File: src/rtl/as1802_bus_adapter.sv
// rtl/as1802_bus_adapter.sv - 1802-style multiplexed CPU bus to handshaked memory adapter
// One memory access per CPU strobe, high-byte address latch, synchronized EF flag inputs.
module as1802_bus_adapter #(
  parameter int              MIN_WAIT = 0,
  parameter int              N_EF     = 4,
  parameter logic [N_EF-1:0] EF_EDGE  = '0
) (
  input  logic            clk,
  input  logic            rst,
  input  logic [7:0]      cpu_addr,
  input  logic            cpu_tpa,
  input  logic            cpu_mrd_n,
  input  logic            cpu_mwr_n,
  input  logic [1:0]      cpu_sc,
  input  logic [7:0]      cpu_dout,
  output logic [7:0]      cpu_din,
  output logic            cpu_stall,
  output logic [15:0]     mem_addr,
  output logic [7:0]      mem_wdata,
  input  logic [7:0]      mem_rdata,
  output logic            mem_req,
  output logic            mem_we,
  output logic            mem_fetch,
  input  logic            mem_ready,
  input  logic [N_EF-1:0] ext_ef,
  input  logic [N_EF-1:0] ef_clr,
  output logic [N_EF-1:0] cpu_ef
);

  localparam logic [1:0] ST_IDLE   = 2'd0;
  localparam logic [1:0] ST_ACCESS = 2'd1;
  localparam logic [1:0] ST_DONE   = 2'd2;
  localparam logic [3:0] WAIT_MAX  = 4'(MIN_WAIT);

  logic [1:0]  state_q, state_d;
  logic [7:0]  hi_latch_q, hi_latch_d;
  logic [3:0]  wait_cnt_q, wait_cnt_d;
  logic [15:0] mem_addr_q, mem_addr_d;
  logic [7:0]  mem_wdata_q, mem_wdata_d;
  logic        mem_req_q, mem_req_d;
  logic        mem_we_q, mem_we_d;
  logic        mem_fetch_q, mem_fetch_d;
  logic [7:0]  cpu_din_q, cpu_din_d;
  logic        strobe;

  assign strobe = ~cpu_mrd_n | ~cpu_mwr_n;

  always_comb begin
    state_d     = state_q;
    wait_cnt_d  = wait_cnt_q;
    mem_addr_d  = mem_addr_q;
    mem_wdata_d = mem_wdata_q;
    mem_req_d   = mem_req_q;
    mem_we_d    = mem_we_q;
    mem_fetch_d = mem_fetch_q;
    cpu_din_d   = cpu_din_q;
    // The latch follows TPA in every state; the in-flight address lives in mem_addr_q.
    hi_latch_d  = cpu_tpa ? cpu_addr : hi_latch_q;

    case (state_q)
      ST_IDLE: begin
        if (strobe) begin
          mem_addr_d  = {hi_latch_q, cpu_addr};
          mem_we_d    = ~cpu_mwr_n & cpu_mrd_n;
          mem_wdata_d = cpu_dout;
          mem_fetch_d = (cpu_sc == 2'b00);
          mem_req_d   = 1'b1;
          wait_cnt_d  = 4'd0;
          state_d     = ST_ACCESS;
        end
      end
      ST_ACCESS: begin
        if (wait_cnt_q != WAIT_MAX) begin
          wait_cnt_d = wait_cnt_q + 4'd1;
        end else if (mem_ready) begin
          if (!mem_we_q) begin
            cpu_din_d = mem_rdata;
          end
          mem_req_d = 1'b0;
          state_d   = ST_DONE;
        end
      end
      ST_DONE: begin
        if (!strobe) begin
          state_d = ST_IDLE;
        end
      end
      default: begin
        state_d = ST_IDLE;
      end
    endcase
  end

  always_ff @(posedge clk) begin
    if (rst) begin
      state_q     <= ST_IDLE;
      hi_latch_q  <= 8'd0;
      wait_cnt_q  <= 4'd0;
      mem_addr_q  <= 16'd0;
      mem_wdata_q <= 8'd0;
      mem_req_q   <= 1'b0;
      mem_we_q    <= 1'b0;
      mem_fetch_q <= 1'b0;
      cpu_din_q   <= 8'd0;
    end else begin
      state_q     <= state_d;
      hi_latch_q  <= hi_latch_d;
      wait_cnt_q  <= wait_cnt_d;
      mem_addr_q  <= mem_addr_d;
      mem_wdata_q <= mem_wdata_d;
      mem_req_q   <= mem_req_d;
      mem_we_q    <= mem_we_d;
      mem_fetch_q <= mem_fetch_d;
      cpu_din_q   <= cpu_din_d;
    end
  end

  assign mem_addr  = mem_addr_q;
  assign mem_wdata = mem_wdata_q;
  assign mem_req   = mem_req_q;
  assign mem_we    = mem_we_q;
  assign mem_fetch = mem_fetch_q;
  assign cpu_din   = cpu_din_q;
  assign cpu_stall = ~rst & (((state_q == ST_IDLE) & strobe) | (state_q == ST_ACCESS));

  // EF path: two-flop synchronizer, then a history flop for rising-edge detection.
  logic [N_EF-1:0] ef_meta_q, ef_meta_d;
  logic [N_EF-1:0] ef_sync_q, ef_sync_d;
  logic [N_EF-1:0] ef_prev_q, ef_prev_d;
  logic [N_EF-1:0] ef_sticky_q, ef_sticky_d;
  logic [N_EF-1:0] ef_rise;

  always_comb begin
    ef_meta_d   = ext_ef;
    ef_sync_d   = ef_meta_q;
    ef_prev_d   = ef_sync_q;
    ef_rise     = ef_sync_q & ~ef_prev_q;
    // Set has priority over clear; level channels never hold sticky state.
    ef_sticky_d = (ef_rise | (ef_sticky_q & ~ef_clr)) & EF_EDGE;
  end

  always_ff @(posedge clk) begin
    if (rst) begin
      ef_meta_q   <= '0;
      ef_sync_q   <= '0;
      ef_prev_q   <= '0;
      ef_sticky_q <= '0;
    end else begin
      ef_meta_q   <= ef_meta_d;
      ef_sync_q   <= ef_sync_d;
      ef_prev_q   <= ef_prev_d;
      ef_sticky_q <= ef_sticky_d;
    end
  end

  assign cpu_ef = (EF_EDGE & ef_sticky_q) | (~EF_EDGE & ef_sync_q);

endmodule

File: config.mk
export PLATFORM = sky130hd
export DESIGN_NAME = as1802_bus_adapter
export DESIGN_NICKNAME = d
export VERILOG_FILES = /design/src/rtl/as1802_bus_adapter.sv
export SDC_FILE = /design/constraint.sdc
export NUM_CORES = 1
export LEC_CHECK = 0
export ABC_AREA = 1
export BUFFER_PORTS_ARGS = -buffer_cell sky130_fd_sc_hd__buf_2
export CORE_MARGIN = 2
export CORE_UTILIZATION = 48
export DETAILED_ROUTE_END_ITERATION = 7
export GPL_TIMING_DRIVEN = 1
export PLACE_DENSITY_LB_ADDON = 0.05
export SETUP_SLACK_MARGIN = 0.5
export SLEW_MARGIN = 20
export SYNTH_ARGS = -nofsm -noshare
export SYNTH_HDL_FRONTEND = slang
export SYNTH_SLANG_ARGS = --single-unit
export TNS_END_PERCENT = 50
File: constraint.sdc
create_clock -name clk -period 1.4 [get_ports clk]
set_input_delay 0.14 -clock clk [delete_from_list [all_inputs] [get_ports clk]]
set_output_delay 0.14 -clock clk [all_outputs]
set_load 0.02 [all_outputs]
==> results.md, run 1 <==
- Outcome: finished clean
- Wire length per cell: 12.90 um
- Crit start category: register
- I/O Buffers: 75
- RSZ-0062 raised after global routing: true
- Die Y-Extent: 70.61 um
- Worst-path fanout max: 3
- Syn-to-layout area delta: 47.88%
- GRT Total Usage: 21.04%
- Clk_skew: 0.003849 ns
- Worst path required time: ~1.3 ns
- Diode count: 0
- 1st-pass router iterations: 4
- # IOs: 80
- Starting Density: 49.25%
- Synth Net Count: 307
- Worst setup EP type: output pin
- Synth Cell Area: 2130 um^2
- Routed via count: between 2000 and 2500
- Row count: 24
- Synth cell types: 23
- Tcrit/Tclk final: 96.18%
- H-tree levels: 3
- Core footprint: 4324 um^2
- Max-slew violations: 0
- GR Overflow Total: 0
- Hold slack: 0.01143 ns
- Instance count of the mapped netlist: 265
- Vias per inst: 4.931
- Max-cap viol count: 0
- CTS root buffer: clkbuf_8
- First-pass GRT wire length: 8155 um
- Layout cells sized above 1: between 40% and 50%
- CTS Buffer Depth: 2
- CTS tree: yes
- Yosys top cell area share: 53.58%
- Crit path time final: 1.346 ns
- Largest net degree at the start of global routing: 28
- Fin Setup TNS: 0 ns
- HPWL Detailed: 3099 um
- Iter 0 DRT Violations: 59
- DP Area: 2603 um^2
- Final setup fails: 0
- Critical setup path kind: reg2out
- Leakage: 1.554 nW
- FMAX: 742.7 MHz
- Hold Path Class: in2reg
- Hold Vio Cnt, Final: 0
- Peak supply drop: between 1000 and 1500 uV
- Die area: 4985 um^2
- PD cells: 1454 nW/um^2
- CTS Buf Count: 9
- Seq cells post-synth: 57
- Synth Area per Inst: 8.036 um^2
- Yosys top cell by area: dfxtp_1
- Cts-stage hold buffer count: 0
- Crit path DAT: 1.21 ns
- Final instance area: 3149 um^2
- DRT Wirelength: 5407 um
- Worst skew pair latency: 0.33 ns
- Initial antenna violation count: 0
- Fin nets: 405
- Fillers: 364
- Vias in the first global route: around 1900
- Worst-Margin Slew: 0.3480 ns
- Top post-synthesis cells by area: dfxtp_1, nor2_1, o21ai_0
- Clock slew at reported path FFs: roughly 0.060 ns
- Total power: 4.580 mW
- Die width: a little over 70 um
- Final antenna-violating net count: 0
- Rel. slew slack: between 70% and 80%
- Post-synthesis sequential area ratio: 53.58%
- GP Congestion: 0.8172
- Yosys Warn Count: 0
- DRC: 0
- Sink Count: 57
## synth_stat cells (all sizes together)
| cell type | count |
|---|---|
| o21ai | 42 |
| ha | 2 |
| inv | 18 |
| buf | 6 |
| nand3 | 4 |
| dfxtp | 57 |
| nor2 | 92 |
| nand4 | 2 |
| nand3b | 1 |
| o21bai | 1 |
| nor3 | 8 |
| a21oi | 7 |
| nand2 | 20 |
| o211a | 1 |
| clkbuf | 4 |
## routing by layer
| metal | global-route usage, % | vias to the layer above | share of wire [%] |
|---|---|---|---|
| li1 | - | 1046 | - |
| met1 | 23.91 | 958 | 41 |
| met2 | 35.95 | 52 | 52 |
| met3 | 5.698 | 10 | 5.2 |
| met4 | 11.53 | 0 | 2.1 |
| met5 | 0 | - | 0 |
## worst max-delay path: stages (launching register included)
cell and delay, ns:
dfxtp_4 0.37, nor2_4 0.14, nand2_4 0.09, inv_8 0.06, nor2_4 0.03, nor2_4 0.07, buf_6 0.12
## cell families (layout without fill, tap and decap cells)
| kind of cell | after synthesis | in the layout | synth area share [%] |
|---|---|---|---|
| AND/OR/NAND/NOR | 127 | 127 | 26.32 |
| AO/OA/AOI/OAI | 51 | 51 | 12.34 |
| adder cells (fa/ha/maj) | 2 | 2 | 1.175 |
| buffers and inverters | 28 | 130 | 6.580 |
| flip-flops | 57 | 57 | 53.58 |
## through the flow
| stage | instances | worst slack (ns) | utilization, % |
|---|---|---|---|
| floorplan | 265 | 0.2380 | - |
| global placement | 390 | 0.2271 | 60.19 |
| detailed placement | 390 | 0.2006 | 60.19 |
| CTS | 413 | 0.05912 | 69.10 |
| global route | 419 | 0.009656 | 72.83 |
| finish | 419 | 0.05351 | 72.83 |
## cell usage in the layout (no fill, tap or decap), types with 9 or more instances in the layout
cell type  instances
nor2_1            87
o21ai_0            9
o21ai_2           24
inv_1             13
clkbuf_8          13
o21ai_1            9
nand2_1           15
buf_4             14
buf_2             74
dfxtp_1           53
## flip-flops by register name, summed over array words and instances, names as in the netlist
register	count
mem_addr	16
state_q	2
cpu_ef	4
mem_fetch	1
mem_req	1
hi_latch_q	8
mem_wdata	8
wait_cnt_q	4
cpu_din	8
mem_we	1
ef_meta_q	4
## cell type report
cell class / instances / area (um^2) / share of cell area (%)
clock buffer: 13 / 178.9 / 5.681
clock inverter: 2 / 35.03 / 1.112
inverter: 18 / 77.57 / 2.463
multi-input combinational: 180 / 991.0 / 31.47
sequential: 57 / 1151 / 36.55
tap: 52 / 65.06 / 2.066
timing repair buffer: 97 / 650.6 / 20.66
## timing repair
item / 4_1_cts / 5_1_grt
endpoints found under the setup margin: 80 / 81
gates cloned: 1 / 2
buffers inserted: 7 / 4
gates resized for setup: 36 / 19
pin swaps: 4 / 1
## report_power, final
part	total (mW)	internal [mW]	switching (mW)	leakage, nW
Sequential	1.86	1.78	0.0834	0.473
Clock	1.63	1.00	0.627	0.112
Combinational	1.09	0.463	0.628	0.969
Total	4.58	3.24	1.34	1.55
## final timing paths
kind              slack, ns                    start                        to  depth (start not counted)
setup / recovery       0.05  state_q[1]$_SDFFE_PP0P_                 cpu_stall                          6
hold / removal         0.01                ext_ef[3]   ef_meta_q[3]$_SDFF_PP0_                          3
setup reg to reg       0.09  state_q[1]$_SDFFE_PP0P_  mem_addr[1]$_SDFFE_PP0P_                          7
hold reg to reg        0.40  ef_meta_q[0]$_SDFF_PP0_      cpu_ef[0]$_SDFF_PP0_                          2
Note: power is estimated with default switching activity, not from simulation.
==> inputs of run 2 (changes only) <==
- SETUP_SLACK_MARGIN: 0.5 -> 0.2
==> results.md, run 2 (synthesis results as in run 1) <==
- CTS tree: yes
- Slowest cell on the critical path: dfxtp_2
- Crit path DAT: 1.18 ns
- GP Congestion: approximately 0.84
- Clock power share: between 30% and 40%
- Worst setup EP type: output pin
- Final antenna-violating net count: 0
- Worst path required time: ~1.3 ns
- CTS Buf Count: 9
- Max-cap viol count: 0
- Routed via count: 1984
- Combinational power share: a little over a fifth
- Layout cells sized above 1: 34.99%
- Hold Path Class: in2reg
- Wire length per cell: around 12 um
- Fin nets: 401
- Vias per inst: 4.781
- Clk_skew: 0.005490 ns
- Tcrit/Tclk final: 94.25%
- Diode count: 0
- 1st-pass router iterations: 5
- Fillers: approximately 370
- Rel. slew slack: 77.71%
- RSZ-0062 raised after global routing: true
- Peak supply drop: 717.3 uV
- Commonest non-fill, non-tap cell in the layout: nor2_1
- Int Pwr: 3.034 mW
- DRC: 0
- Leakage: 1.467 nW
- First-pass GRT wire length: 7914 um
- Largest net degree at the start of global routing: 25
- Final setup fails: 0
- # IOs: 80
- Sink Count: 57
- Switching pwr: 1.252 mW
- Max-slew violations: 0
- Crit-path cells: nor2_4, nand2_4, inv_8, nor2_1, nor2_2, buf_6
- Core footprint: 4324 um^2
- PD cells: 1461 nW/um^2
- Most frequent cells in the layout: nor2_1, buf_2, dfxtp_1
- Die width: about 71 um
- Iter 0 DRT Violations: 73
- Critical setup path kind: reg2out
- I/O Buffers: 75
- Vias in the first global route: between 1500 and 2000
- Outcome: finished clean
- Die Y-Extent: 70.61 um
- Crit path time final: 1.320 ns
- Worst-path fanout max: 3
- HPWL Detailed: ~3200 um
- Reg2Reg Depth: 8
- DP Area: 2562 um^2
- Row count: 24
- Final instance area: just under 3000 um^2
- CTS root buffer: clkbuf_8
- Clock slew at reported path FFs: around 0.060 ns
- Die area: 4985 um^2
- GR Overflow Total: 0
- Syn-to-layout area delta: 37.72%
- CTS Buffer Depth: 2
- Switching share of power: 29.21%
- Hold Path Cell Cnt: 3
- Fin Setup TNS: 0 ns
- Crit start category: register
- Starting Density: around half
- Initial antenna violation count: 0
- Worst skew pair latency: 0.33 ns
- FMAX: 757.8 MHz
- Hold Vio Cnt, Final: 0
- H-tree levels: 3
- Flop pwr share: 43.2%
- DRT Wirelength: 4898 um
- Max reg flops: 16
- Worst-Margin Slew: ~0.33 ns
- GRT Total Usage: 20.37%
- Critical Path Max Stage Delay: around 0.34 ns
run 2: cell types whose count changed in the layout (fill, tap and decap cells not counted), moves of 3 or more:
cell           change
buf_4              -5
dlygate4sd3_1      +3
o21ai_0            +5
o21ai_1           +11
o21ai_2           -16
run 2: power groups by stage:
| stage | registers [mW] | clock network (mW) | logic, mW |
|---|---|---|---|
| 5_1_grt | 1.87 | 1.60 | 0.996 |
| 3_3_place_gp | 1.88 | 0 | 0.773 |
| 2_1_floorplan | 2.03 | 0 | 0.393 |
| 6_report | 1.85 | 1.53 | 0.903 |
| 3_5_place_dp | 1.89 | 0 | 0.787 |
| 4_1_cts | 1.85 | 1.56 | 0.862 |
run 2: metal layers:
metal,GRT usage [%],up-vias,wire (um)
met5,0,-,0
met4,11.53,0,114
met3,5.983,11,263
met2,33.33,52,2334
met1,23.96,885,2185
li1,-,1036,-
run 2: critical path, delay by kind of cell (launching register included):
family                 cells  cell delay (ns)
buffers and inverters      2             0.17
AND/OR/NAND/NOR            4             0.33
flip-flops                 1             0.34
run 2: per-stage QoR:
step | utilization [%] | power, mW | hold slack, ns | instances | setup slack, ns
floorplan | - | 2.423 | 0.2091 | 265 | 0.1727
global placement | 59.26 | 2.655 | 0.3380 | 390 | 0.1307
detailed placement | 59.26 | 2.673 | 0.3497 | 390 | 0.09222
CTS | 66.49 | 4.270 | 0.0001935 | 414 | 0.04958
global route | 67.82 | 4.469 | 0.01764 | 415 | 0.002897
finish | 67.82 | 4.286 | 0.01204 | 415 | 0.08045
run 2: repair_timing:
item / CTS / global route
gates cloned: 1 / 0
pin swaps: 2 / 1
endpoints found under the hold margin: 3 / 0
resized for setup: 17 / 24
buffers inserted: 5 / 1
hold buffers: 3 / 0
setup endpoints to repair: 36 / 41
run 2: final timing paths:
check	start	endpoint	slack (ns)
worst max register to register	state_q[1]$_SDFFE_PP0P_	wait_cnt_q[1]$_SDFFE_PP0P_	0.11
worst max-delay path	state_q[0]$_SDFFE_PP0P_	cpu_stall	0.08
worst min-delay path	ext_ef[3]	ef_meta_q[3]$_SDFF_PP0_	0.01
worst min register to register	ef_meta_q[3]$_SDFF_PP0_	cpu_ef[3]$_SDFF_PP0_	0.40
run 2: cell type report:
| class | count | area [um^2] | share of cell area, % |
|---|---|---|---|
| Inverter | 18 | 75.07 | 2.560 |
| Sequential cell | 57 | 1147 | 39.12 |
| Tap cell | 52 | 65.06 | 2.218 |
| Timing Repair Buffer | 93 | 558.0 | 19.03 |
| Clock inverter | 3 | 40.04 | 1.365 |
| Multi-Input combinational cell | 180 | 892.1 | 30.42 |
| Clock buffer | 12 | 155.1 | 5.290 |
==> inputs of run 3 (changes only) <==
- ABC_CLOCK_PERIOD_IN_PS: unset -> 1400
- REMOVE_ABC_BUFFERS: unset -> 1
==> results.md, run 3 (synthesis results as in run 1) <==
- CTS tree: yes
- CTS root buffer: clkbuf_8
- Critical Path Max Stage Delay: roughly 0.35 ns
- CTS Buf Count: 9
- Wire length per cell: 10.84 um
- DRC: 0
- Crit-path cells: nor2_4, nand2_4, inv_8, nor2_2, nor2_1, buf_4
- Row count: 24
- Starting Density: roughly half
- DR WL met3: 255 um
- HPWL Detailed: 2939 um
- GRT Total Usage: 19.21%
- Placed insts: 390
- Clock slew at reported path FFs: around 0.06 ns
- Final setup fails: 0
- Layout cells sized above 1: 33.70%
- Fin cells: 414
- Rel. slew slack: between 70% and 80%
- Diode count: 0
- Tcrit/Tclk final: 94.54%
- FMAX: 755.5 MHz
- Worst-path fanout max: 2
- 1st-pass router iterations: 4
- # IOs: 80
- Commonest non-fill, non-tap cell in the layout: nor2_1
- Vias per inst: 4.659
- Fin nets: 399
- Critical setup path kind: reg2out
- Fillers: 408
- Most frequent cells in the layout: nor2_1, buf_2, dfxtp_1
- DRT Wirelength: 4488 um
- H-tree levels: 3
- Core footprint: ~4300 um^2
- Crit path DAT: 1.18 ns
- Highest metal used: met4
- Initial antenna violation count: 0
- RSZ-0062 raised after global routing: true
- Slowest cell on the critical path: dfxtp_4
- Worst setup EP type: output pin
- Post-Route Utilization: ~66%
- Syn-to-layout area delta: 33.84%
- CTS Buffer Depth: 2
- Clk_skew: 0.005705 ns
- GR Overflow Total: 0
- GP Congestion: 0.7580
- Worst skew pair latency: between 0.3 and 0.4 ns
- Crit start category: register
- Max-cap viol count: 0
- Sink Count: 57
- M1 WL: roughly 2100 um
- Worst-Margin Slew: 0.3590 ns
- Worst path required time: 1.26 ns
- Fin Setup TNS: 0 ns
- Die Y-Extent: 70.61 um
- Vias in the first global route: 1745
- I/O Buffers: 75
- Largest net degree at the start of global routing: 34
- Hold Path Class: in2reg
- Buf/Inv on CP: 2
- Total power: 4.049 mW
- Hold slack: around 0.016 ns
- Max-slew violations: 0
- Iter 0 DRT Violations: 92
- Final antenna-violating net count: 0
- Outcome: finished clean
- Leakage: 1.437 nW
- Peak supply drop: ~690 uV
- Kind of cell adding the most delay to the critical path: flip-flops
- PD cells: 1421 nW/um^2
- Routed via count: a little under 2000
- Crit path time final: 1.324 ns
- Met2 WL: 2093 um
- Max reg flops: 16
- First-pass GRT wire length: 7590 um
- Die width: 70.61 um
- Die area: 4985 um^2
- Hold Vio Cnt, Final: 0
run 3: cell types whose count changed in the layout (fill, tap and decap cells not counted), sizes merged:
| cell | before | now |
|---|---|---|
| bufinv | 1 | 0 |
| clkbuf | 12 | 13 |
| clkinv | 2 | 3 |
| dlygate4sd3 | 3 | 1 |
run 3: worst paths after layout:
check	start	slack, ns	depth (start not counted)	endpoint
setup / recovery	state_q[1]$_SDFFE_PP0P_	0.08	6	cpu_stall
hold / removal	ext_ef[3]	0.02	3	ef_meta_q[3]$_SDFF_PP0_
setup reg to reg	state_q[1]$_SDFFE_PP0P_	0.14	8	wait_cnt_q[1]$_SDFFE_PP0P_
hold reg to reg	ef_meta_q[2]$_SDFF_PP0_	0.40	2	cpu_ef[2]$_SDFF_PP0_
run 3: layout make-up:
cell class | instances | area, um^2 | share of cell area, %
Clock buffer | 13 | 158.9 | 5.575
Timing Repair Buffer | 91 | 518.0 | 18.17
Clock inverter | 3 | 15.01 | 0.5268
Sequential cell | 57 | 1149 | 40.30
Inverter | 18 | 75.07 | 2.634
Tap cell | 52 | 65.06 | 2.283
Multi-Input combinational cell | 180 | 869.6 | 30.51
run 3: metrics by stage:
stage	setup slack (ns)	cell area (um^2)
final	0.07642	2850
after global routing	0.003911	2850
after global placement	0.1285	2560
after CTS	0.06181	2810
after detailed placement	0.09622	2560
after floorplan	-0.04786	2059
run 3: worst min-delay path, stage by stage:
cell,delay [ns]
buf_2,0.07
inv_1,0.03
nor2_1,0.06
run 3: routing by layer:
metal,track usage (%),vias to the layer above
met5,0,-
met4,11.32,0
met3,4.986,10
met2,30.29,46
met1,23.84,837
li1,-,1036
run 3: power by group:
part | total (mW) | internal (mW) | switching [mW] | leakage, nW
Clock | 1.33 | 0.730 | 0.601 | 0.0932
Sequential | 1.85 | 1.78 | 0.0715 | 0.473
Combinational | 0.870 | 0.339 | 0.531 | 0.870
Total | 4.05 | 2.85 | 1.20 | 1.44
run 3: what timing repair did:
item,CTS,global route
gates resized for setup,13,13
setup endpoints to repair,36,42
pin swaps,2,1
setup buffers,5,1
endpoints found under the hold margin,1,0
gates cloned,1,0
hold buffers,1,0
